===== config.mk =====
export PLATFORM = sky130hd
export DESIGN_NAME = id_ex_stage_flat
export DESIGN_NICKNAME = d
export VERILOG_FILES = /design/src/rtl/id_ex_if.sv /design/src/rtl/id_ex_stage.sv /design/src/flat_wrapper.sv
export SDC_FILE = /design/constraint.sdc
export NUM_CORES = 2
export LEC_CHECK = 0
export BUFFER_PORTS_ARGS = -buffer_cell sky130_fd_sc_hd__buf_2
export CORE_UTILIZATION = 40
export CTS_BUF_LIST = sky130_fd_sc_hd__clkbuf_8
export CTS_CLUSTER_DIAMETER = 80
export DETAILED_ROUTE_END_ITERATION = 16
export PLACE_DENSITY = 0.64
export SLEW_MARGIN = 20
export SYNTH_ARGS = -nofsm -noshare
export SYNTH_HDL_FRONTEND = slang
export SYNTH_SLANG_ARGS = --single-unit

===== constraint.sdc =====
create_clock -name clk -period 102.5 [get_ports clk]
set_input_delay 20.5 -clock clk [delete_from_list [all_inputs] [get_ports clk]]
set_output_delay 20.5 -clock clk [all_outputs]
set_load 0.005 [all_outputs]

===== src/rtl/id_ex_if.sv =====
// Signal bundle between decode, the ID/EX register and writeback.
// The slave modport belongs to id_ex_stage. The master modport belongs to the surrounding pipeline.
interface id_ex_if #(
    parameter int XLEN   = 32,
    parameter int RW     = 5,
    parameter int CTRL_W = 40
);
    logic              stall_mem;
    logic              flush;
    logic              instr_valid;
    logic [31:0]       instr;
    logic [XLEN-1:0]   curr_pc;
    logic [XLEN-1:0]   next_pc;
    logic [CTRL_W-1:0] ctrl_in;
    logic [XLEN-1:0]   imm_in;
    logic              is_load;
    logic              wb_en;
    logic [RW-1:0]     wb_reg;
    logic [XLEN-1:0]   wb_data;

    logic              hazard_out;
    logic              branch_alert;
    logic              valid_ex;
    logic [XLEN-1:0]   rs1_data_ex;
    logic [XLEN-1:0]   rs2_data_ex;
    logic [XLEN-1:0]   imm_ex;
    logic [XLEN-1:0]   pc_ex;
    logic [XLEN-1:0]   next_pc_ex;
    logic [31:0]       instr_ex;
    logic [CTRL_W-1:0] ctrl_ex;
    logic [RW-1:0]     rd_ex;
    logic [RW-1:0]     rs1_ex;
    logic [RW-1:0]     rs2_ex;
    logic              is_load_ex;

    modport master (
        output stall_mem, flush, instr_valid, instr,
        output curr_pc, next_pc, ctrl_in, imm_in, is_load,
        output wb_en, wb_reg, wb_data,
        input  hazard_out, branch_alert, valid_ex,
        input  rs1_data_ex, rs2_data_ex, imm_ex,
        input  pc_ex, next_pc_ex, instr_ex, ctrl_ex,
        input  rd_ex, rs1_ex, rs2_ex, is_load_ex
    );

    modport slave (
        input  stall_mem, flush, instr_valid, instr,
        input  curr_pc, next_pc, ctrl_in, imm_in, is_load,
        input  wb_en, wb_reg, wb_data,
        output hazard_out, branch_alert, valid_ex,
        output rs1_data_ex, rs2_data_ex, imm_ex,
        output pc_ex, next_pc_ex, instr_ex, ctrl_ex,
        output rd_ex, rs1_ex, rs2_ex, is_load_ex
    );
endinterface


===== src/rtl/id_ex_stage.sv =====
// Decode-side register file plus the ID/EX pipeline register.
// Also detects load-use hazards and keeps a flush request alive across memory stalls.
module id_ex_stage #(
    parameter int          XLEN     = 32,
    parameter int          NREGS    = 32,
    parameter int          CTRL_W   = 40,
    parameter logic [31:0] NOP_INSN = 32'h0000_0013
) (
    input logic   clk,
    input logic   rst,
    id_ex_if.slave bus
);
    localparam int RW = $clog2(NREGS);

    logic [XLEN-1:0] rf [NREGS];
    logic [RW-1:0]   rs1;
    logic [RW-1:0]   rs2;
    logic [RW-1:0]   rd;
    logic [XLEN-1:0] rs1_val;
    logic [XLEN-1:0] rs2_val;
    logic            flush_pend;
    logic            hazard;
    logic            kill;

    function automatic logic is_branch(input logic [6:0] op);
        return (op == 7'b1100011) || (op == 7'b1100111) ||
               (op == 7'b1101111);
    endfunction

    assign rs1 = RW'(bus.instr[19:15]);
    assign rs2 = RW'(bus.instr[24:20]);
    assign rd  = RW'(bus.instr[11:7]);

    // Same-cycle writeback is forwarded so that ID never reads a stale value.
    always_comb begin
        rs1_val = rf[rs1];
        rs2_val = rf[rs2];
        if (rs1 == '0)
            rs1_val = '0;
        else if (bus.wb_en && bus.wb_reg == rs1)
            rs1_val = bus.wb_data;
        if (rs2 == '0)
            rs2_val = '0;
        else if (bus.wb_en && bus.wb_reg == rs2)
            rs2_val = bus.wb_data;
    end

    always_ff @(posedge clk or posedge rst) begin
        if (rst) begin
            for (int i = 0; i < NREGS; i++)
                rf[i] <= '0;
        end else if (bus.wb_en && bus.wb_reg != '0) begin
            rf[bus.wb_reg] <= bus.wb_data;
        end
    end

    assign hazard = bus.instr_valid & bus.valid_ex & bus.is_load_ex &
                    (bus.rd_ex != '0) &
                    ((bus.rd_ex == rs1) | (bus.rd_ex == rs2)) &
                    ~bus.stall_mem;

    assign kill = bus.flush | flush_pend | hazard;

    assign bus.hazard_out   = hazard;
    assign bus.branch_alert =
        (bus.instr_valid & is_branch(bus.instr[6:0])) |
        (bus.valid_ex & is_branch(bus.instr_ex[6:0]));

    always_ff @(posedge clk or posedge rst) begin
        if (rst) begin
            flush_pend      <= 1'b0;
            bus.valid_ex    <= 1'b0;
            bus.rs1_data_ex <= '0;
            bus.rs2_data_ex <= '0;
            bus.imm_ex      <= '0;
            bus.pc_ex       <= '0;
            bus.next_pc_ex  <= '0;
            bus.instr_ex    <= NOP_INSN;
            bus.ctrl_ex     <= '0;
            bus.rd_ex       <= '0;
            bus.rs1_ex      <= '0;
            bus.rs2_ex      <= '0;
            bus.is_load_ex  <= 1'b0;
        end else if (bus.stall_mem) begin
            if (bus.flush)
                flush_pend <= 1'b1;
        end else begin
            flush_pend <= 1'b0;
            // An empty ID slot is treated as a bubble, the same as a killed instruction.
            if (kill || !bus.instr_valid) begin
                bus.valid_ex    <= 1'b0;
                bus.rs1_data_ex <= '0;
                bus.rs2_data_ex <= '0;
                bus.imm_ex      <= '0;
                bus.pc_ex       <= '0;
                bus.next_pc_ex  <= '0;
                bus.instr_ex    <= NOP_INSN;
                bus.ctrl_ex     <= '0;
                bus.rd_ex       <= '0;
                bus.rs1_ex      <= '0;
                bus.rs2_ex      <= '0;
                bus.is_load_ex  <= 1'b0;
            end else begin
                bus.valid_ex    <= 1'b1;
                bus.rs1_data_ex <= rs1_val;
                bus.rs2_data_ex <= rs2_val;
                bus.imm_ex      <= bus.imm_in;
                bus.pc_ex       <= bus.curr_pc;
                bus.next_pc_ex  <= bus.next_pc;
                bus.instr_ex    <= bus.instr;
                bus.ctrl_ex     <= bus.ctrl_in;
                bus.rd_ex       <= rd;
                bus.rs1_ex      <= rs1;
                bus.rs2_ex      <= rs2;
                bus.is_load_ex  <= bus.is_load;
            end
        end
    end
endmodule

===== src/flat_wrapper.sv =====
// flat-port wrapper written by rule: the top's interface ports become plain ports
module id_ex_stage_flat 
#(
    parameter int          XLEN     = 32,
    parameter int          NREGS    = 32,
    parameter int          CTRL_W   = 40,
    parameter logic [31:0] NOP_INSN = 32'h0000_0013
)
  (clk, rst, bus_stall_mem, bus_flush, bus_instr_valid, bus_instr, bus_curr_pc, bus_next_pc, bus_ctrl_in, bus_imm_in, bus_is_load, bus_wb_en, bus_wb_reg, bus_wb_data, bus_hazard_out, bus_branch_alert, bus_valid_ex, bus_rs1_data_ex, bus_rs2_data_ex, bus_imm_ex, bus_pc_ex, bus_next_pc_ex, bus_instr_ex, bus_ctrl_ex, bus_rd_ex, bus_rs1_ex, bus_rs2_ex, bus_is_load_ex);
  id_ex_if #(.XLEN(XLEN), .CTRL_W(CTRL_W)) bus_i ();
  input logic clk;
  input logic rst;
  input wire logic [$bits(bus_i.stall_mem)-1:0] bus_stall_mem;
  input wire logic [$bits(bus_i.flush)-1:0] bus_flush;
  input wire logic [$bits(bus_i.instr_valid)-1:0] bus_instr_valid;
  input wire logic [$bits(bus_i.instr)-1:0] bus_instr;
  input wire logic [$bits(bus_i.curr_pc)-1:0] bus_curr_pc;
  input wire logic [$bits(bus_i.next_pc)-1:0] bus_next_pc;
  input wire logic [$bits(bus_i.ctrl_in)-1:0] bus_ctrl_in;
  input wire logic [$bits(bus_i.imm_in)-1:0] bus_imm_in;
  input wire logic [$bits(bus_i.is_load)-1:0] bus_is_load;
  input wire logic [$bits(bus_i.wb_en)-1:0] bus_wb_en;
  input wire logic [$bits(bus_i.wb_reg)-1:0] bus_wb_reg;
  input wire logic [$bits(bus_i.wb_data)-1:0] bus_wb_data;
  output wire logic [$bits(bus_i.hazard_out)-1:0] bus_hazard_out;
  output wire logic [$bits(bus_i.branch_alert)-1:0] bus_branch_alert;
  output wire logic [$bits(bus_i.valid_ex)-1:0] bus_valid_ex;
  output wire logic [$bits(bus_i.rs1_data_ex)-1:0] bus_rs1_data_ex;
  output wire logic [$bits(bus_i.rs2_data_ex)-1:0] bus_rs2_data_ex;
  output wire logic [$bits(bus_i.imm_ex)-1:0] bus_imm_ex;
  output wire logic [$bits(bus_i.pc_ex)-1:0] bus_pc_ex;
  output wire logic [$bits(bus_i.next_pc_ex)-1:0] bus_next_pc_ex;
  output wire logic [$bits(bus_i.instr_ex)-1:0] bus_instr_ex;
  output wire logic [$bits(bus_i.ctrl_ex)-1:0] bus_ctrl_ex;
  output wire logic [$bits(bus_i.rd_ex)-1:0] bus_rd_ex;
  output wire logic [$bits(bus_i.rs1_ex)-1:0] bus_rs1_ex;
  output wire logic [$bits(bus_i.rs2_ex)-1:0] bus_rs2_ex;
  output wire logic [$bits(bus_i.is_load_ex)-1:0] bus_is_load_ex;
  assign bus_i.stall_mem = bus_stall_mem;
  assign bus_i.flush = bus_flush;
  assign bus_i.instr_valid = bus_instr_valid;
  assign bus_i.instr = bus_instr;
  assign bus_i.curr_pc = bus_curr_pc;
  assign bus_i.next_pc = bus_next_pc;
  assign bus_i.ctrl_in = bus_ctrl_in;
  assign bus_i.imm_in = bus_imm_in;
  assign bus_i.is_load = bus_is_load;
  assign bus_i.wb_en = bus_wb_en;
  assign bus_i.wb_reg = bus_wb_reg;
  assign bus_i.wb_data = bus_wb_data;
  assign bus_hazard_out = bus_i.hazard_out;
  assign bus_branch_alert = bus_i.branch_alert;
  assign bus_valid_ex = bus_i.valid_ex;
  assign bus_rs1_data_ex = bus_i.rs1_data_ex;
  assign bus_rs2_data_ex = bus_i.rs2_data_ex;
  assign bus_imm_ex = bus_i.imm_ex;
  assign bus_pc_ex = bus_i.pc_ex;
  assign bus_next_pc_ex = bus_i.next_pc_ex;
  assign bus_instr_ex = bus_i.instr_ex;
  assign bus_ctrl_ex = bus_i.ctrl_ex;
  assign bus_rd_ex = bus_i.rd_ex;
  assign bus_rs1_ex = bus_i.rs1_ex;
  assign bus_rs2_ex = bus_i.rs2_ex;
  assign bus_is_load_ex = bus_i.is_load_ex;
  id_ex_stage #(.XLEN(XLEN), .NREGS(NREGS), .CTRL_W(CTRL_W), .NOP_INSN(NOP_INSN)) u_core (.clk(clk), .rst(rst), .bus(bus_i));
endmodule

==> run metrics <==
Bufs on Longest Clock Path 3; Sink Count 1259; worst rel slew slack 0.241; cts hold-fix bufs 0; level count of the clock H-tree 4; kind of critical path in -> out; Rows between 100 and 150; Synth area leaders dfrtp_1 50%, mux2_2 18%, mux4_2 14%; most used routing layer in global routing met2; CP endpoint kind output pin; global-route wire length before repair 308000 µm; synthesized instance count around 4.3k; DP Wirelength 121000 µm; worst endpoint data arrival time approximately 23 ns; sequential-to-total area share from yosys stat 0.502; Detailed Route Iter0 Violations approximately 4.2k; Top FF cell, synth dfrtp_1; Synth area leader dfrtp_1; DRC 0; Die Ht 398 µm; fin nets around 4.7k; Global Route met1 Usage 0.337; final antenna-violating net count 0; Highest Clock Rate approximately 23 MHz; # IOs between 400 and 500; cts repair resizes 0; antenna violations before repair 7; asr flop ratio synth 1.00; Hold Violations, Final 0; worst vdd ir approximately 0.016 mV; sum of negative setup slack 0 ns; Critical Path Fanout Max 46; max-capacitance violation count 0; register bit total from synthesis 1259; pwr dens around 19 nW/µm²; Post-CTS Setup Bufs 0; clock skew 0.0355 ns; root buffer cell clkbuf_8; Min Hold Slack 0.400 ns; Slew Limit Fails 0; area of the die around 160000 µm²; Leakage 0.0323 µW; Clock transition at path regs around 0.060 ns; Req. time, crit path just over 80 ns; vias in the first global route ~44k; Tmin final ~44 ns; EDFF count, synth 0; Distinct cells, synth 53; crit path to bus_hazard_out; GR Util met3 0.0567; final setup fails 0; Worst R2R Setup Slack just under 100 ns; Post-Syn Area approximately 63000 µm²; initial core utilization 0.403; FF-to-FF End u_core.bus.imm_ex[14]; layout cell share with drive strength beyond 1 0.490; leading cell types in the layout, fill and taps excluded 1256 x dfrtp_1, 992 x mux2_2, 453 x buf_2, 386 x mux4_2, 254 x mux2i_1; CTS tree built; syn nets about 4.5k; Global Route Usage Sum 0.266; worst r2r path cells 8; RSZ-0062 raised after global routing false; Core Box Area around 160000 µm²; input/output buffers 462; outcome completed; commonest non-fill, non-tap cell in the layout dfrtp_1; Worst Hold Class reg -> reg; drt total wl approximately 210000 µm; largest net degree at the start of global routing approximately 170; drt pass-1 iters 7; reg2reg start u_core.bus.rd_ex[0]; via/cell ratio between 6 and 7; Yosys warning count 0; Worst Setup SP bus_instr[17]; clock latency on the worst-skew pair approximately 0.95 ns; Num CTS Buffers about 210; drt wl/cell roughly 32 µm; final worst-path cycle share 0.426; chip width 398 µm; met2 GRT Util 0.432; share of the synthesized area in the top cell type 0.500; syn avg cell area approximately 15 µm²; total gr overflow 0; Worst Tran Pin Value around 1.1 ns; Final Wtd Congestion just over 0.8; Area Growth Syn to Fin 12.4%; vias post-DR 42.5k; critical path launch point type input port
cell type report:
| cell class | instances | area (µm²) |
|---|---|---|
| inverter | 6 | 30.0 |
| clock inverter | 108 | 637 |
| multi-input combinational | 2492 | 29200 |
| tap | 2058 | 2570 |
| timing repair buffer | 561 | 3220 |
| antenna | 6 | 15.0 |
| clock buffer | 249 | 3430 |
| sequential | 1259 | 31500 |
| fill | 13900 | 85400 |
worst max-delay path: stages:
cell and delay [ns]:
buf_6 0.47, xor2_1 0.16, nor3_1 0.80, a22oi_1 0.34, nor2_2 0.59, buf_2 0.24
metal layers:
layer,vias to the layer above,share of wire
li1,17100,-
met2,2007,0.48
met4,4,0.048
met1,22900,0.39
met5,-,0.00012
met3,506,0.080
registers in the layout, summed over array words and instances, names as in the netlist, 20 cells and up:
name and flops:
u_core.bus.instr_ex 20, u_core.bus.rs1_data_ex 32, u_core.rf 1024, u_core.bus.pc_ex 32
u_core.bus.imm_ex 32, u_core.bus.ctrl_ex 40, u_core.bus.rs2_data_ex 32, u_core.bus.next_pc_ex 32
kinds of logic (layout without fill, tap and decap cells):
| group | after synthesis | after routing | synth area share |
|---|---|---|---|
| mux | 1632 | 1632 | 0.357 |
| simple gates | 128 | 128 | 0.0113 |
| flops | 1259 | 1259 | 0.502 |
| other cells | 0 | 6 | 0 |
| compound gates | 712 | 712 | 0.0902 |
| buf+inv | 502 | 924 | 0.0376 |
| xor+xnor | 20 | 20 | 0.00279 |
cell usage after synthesis, types with 3 or more instances:
cell,instances
o221ai_1,70
nor2_1,25
or3b_2,3
nand2_1,20
a21oi_1,117
o22ai_1,57
buf_1,57
mux2i_1,254
a22oi_1,87
a22o_1,246
mux2_2,992
inv_1,6
clkbuf_1,266
dfrtp_1,1256
dfstp_2,3
a21o_1,27
and2_1,34
and3_1,3
buf_2,104
o32a_1,3
a2111oi_1,6
nor3b_1,4
a2111oi_2,15
buf_4,46
nor2b_1,7
a2111oi_0,30
a221o_1,38
xor2_1,18
nand3b_1,5
mux4_2,386
a211oi_1,7
nor3_1,10
buf_6,22
report_power, final:
part / internal [µW] / switching [µW] / total, µW
sequential: 579 / 58.8 / 637
combinational: 139 / 104 / 243
clock: 235 / 206 / 441
stage by stage:
stage	total power (µW)	worst slack, ns	instances	utilization	area, µm²
after floorplan	815	46.53	4253	-	62800
after global placement	875	59.05	6372	0.426	66400
after detailed placement	885	59.04	6375	0.426	66500
after CTS	1330	59.03	6732	0.452	70600
after global routing	1380	58.76	6736	0.453	70600
final	1320	58.85	6739	0.453	70600
how the worst min path moves through the flow:
stage	from	endpoint	slack, ns	cells past startpoint
2_1_floorplan	u_core.rf[1009]	u_core.rf[1009]	0.44	1
3_3_place_gp	u_core.rf[1019]	u_core.rf[1019]	0.38	0
3_5_place_dp	u_core.rf[995]	u_core.rf[995]	0.38	0
4_1_cts	u_core.rf[995]	u_core.rf[995]	0.40	0
5_1_grt	u_core.rf[1011]	u_core.rf[1011]	0.41	0
6_report	u_core.rf[1012]	u_core.rf[1012]	0.40	0
Note: power is estimated with default switching activity, not from simulation.
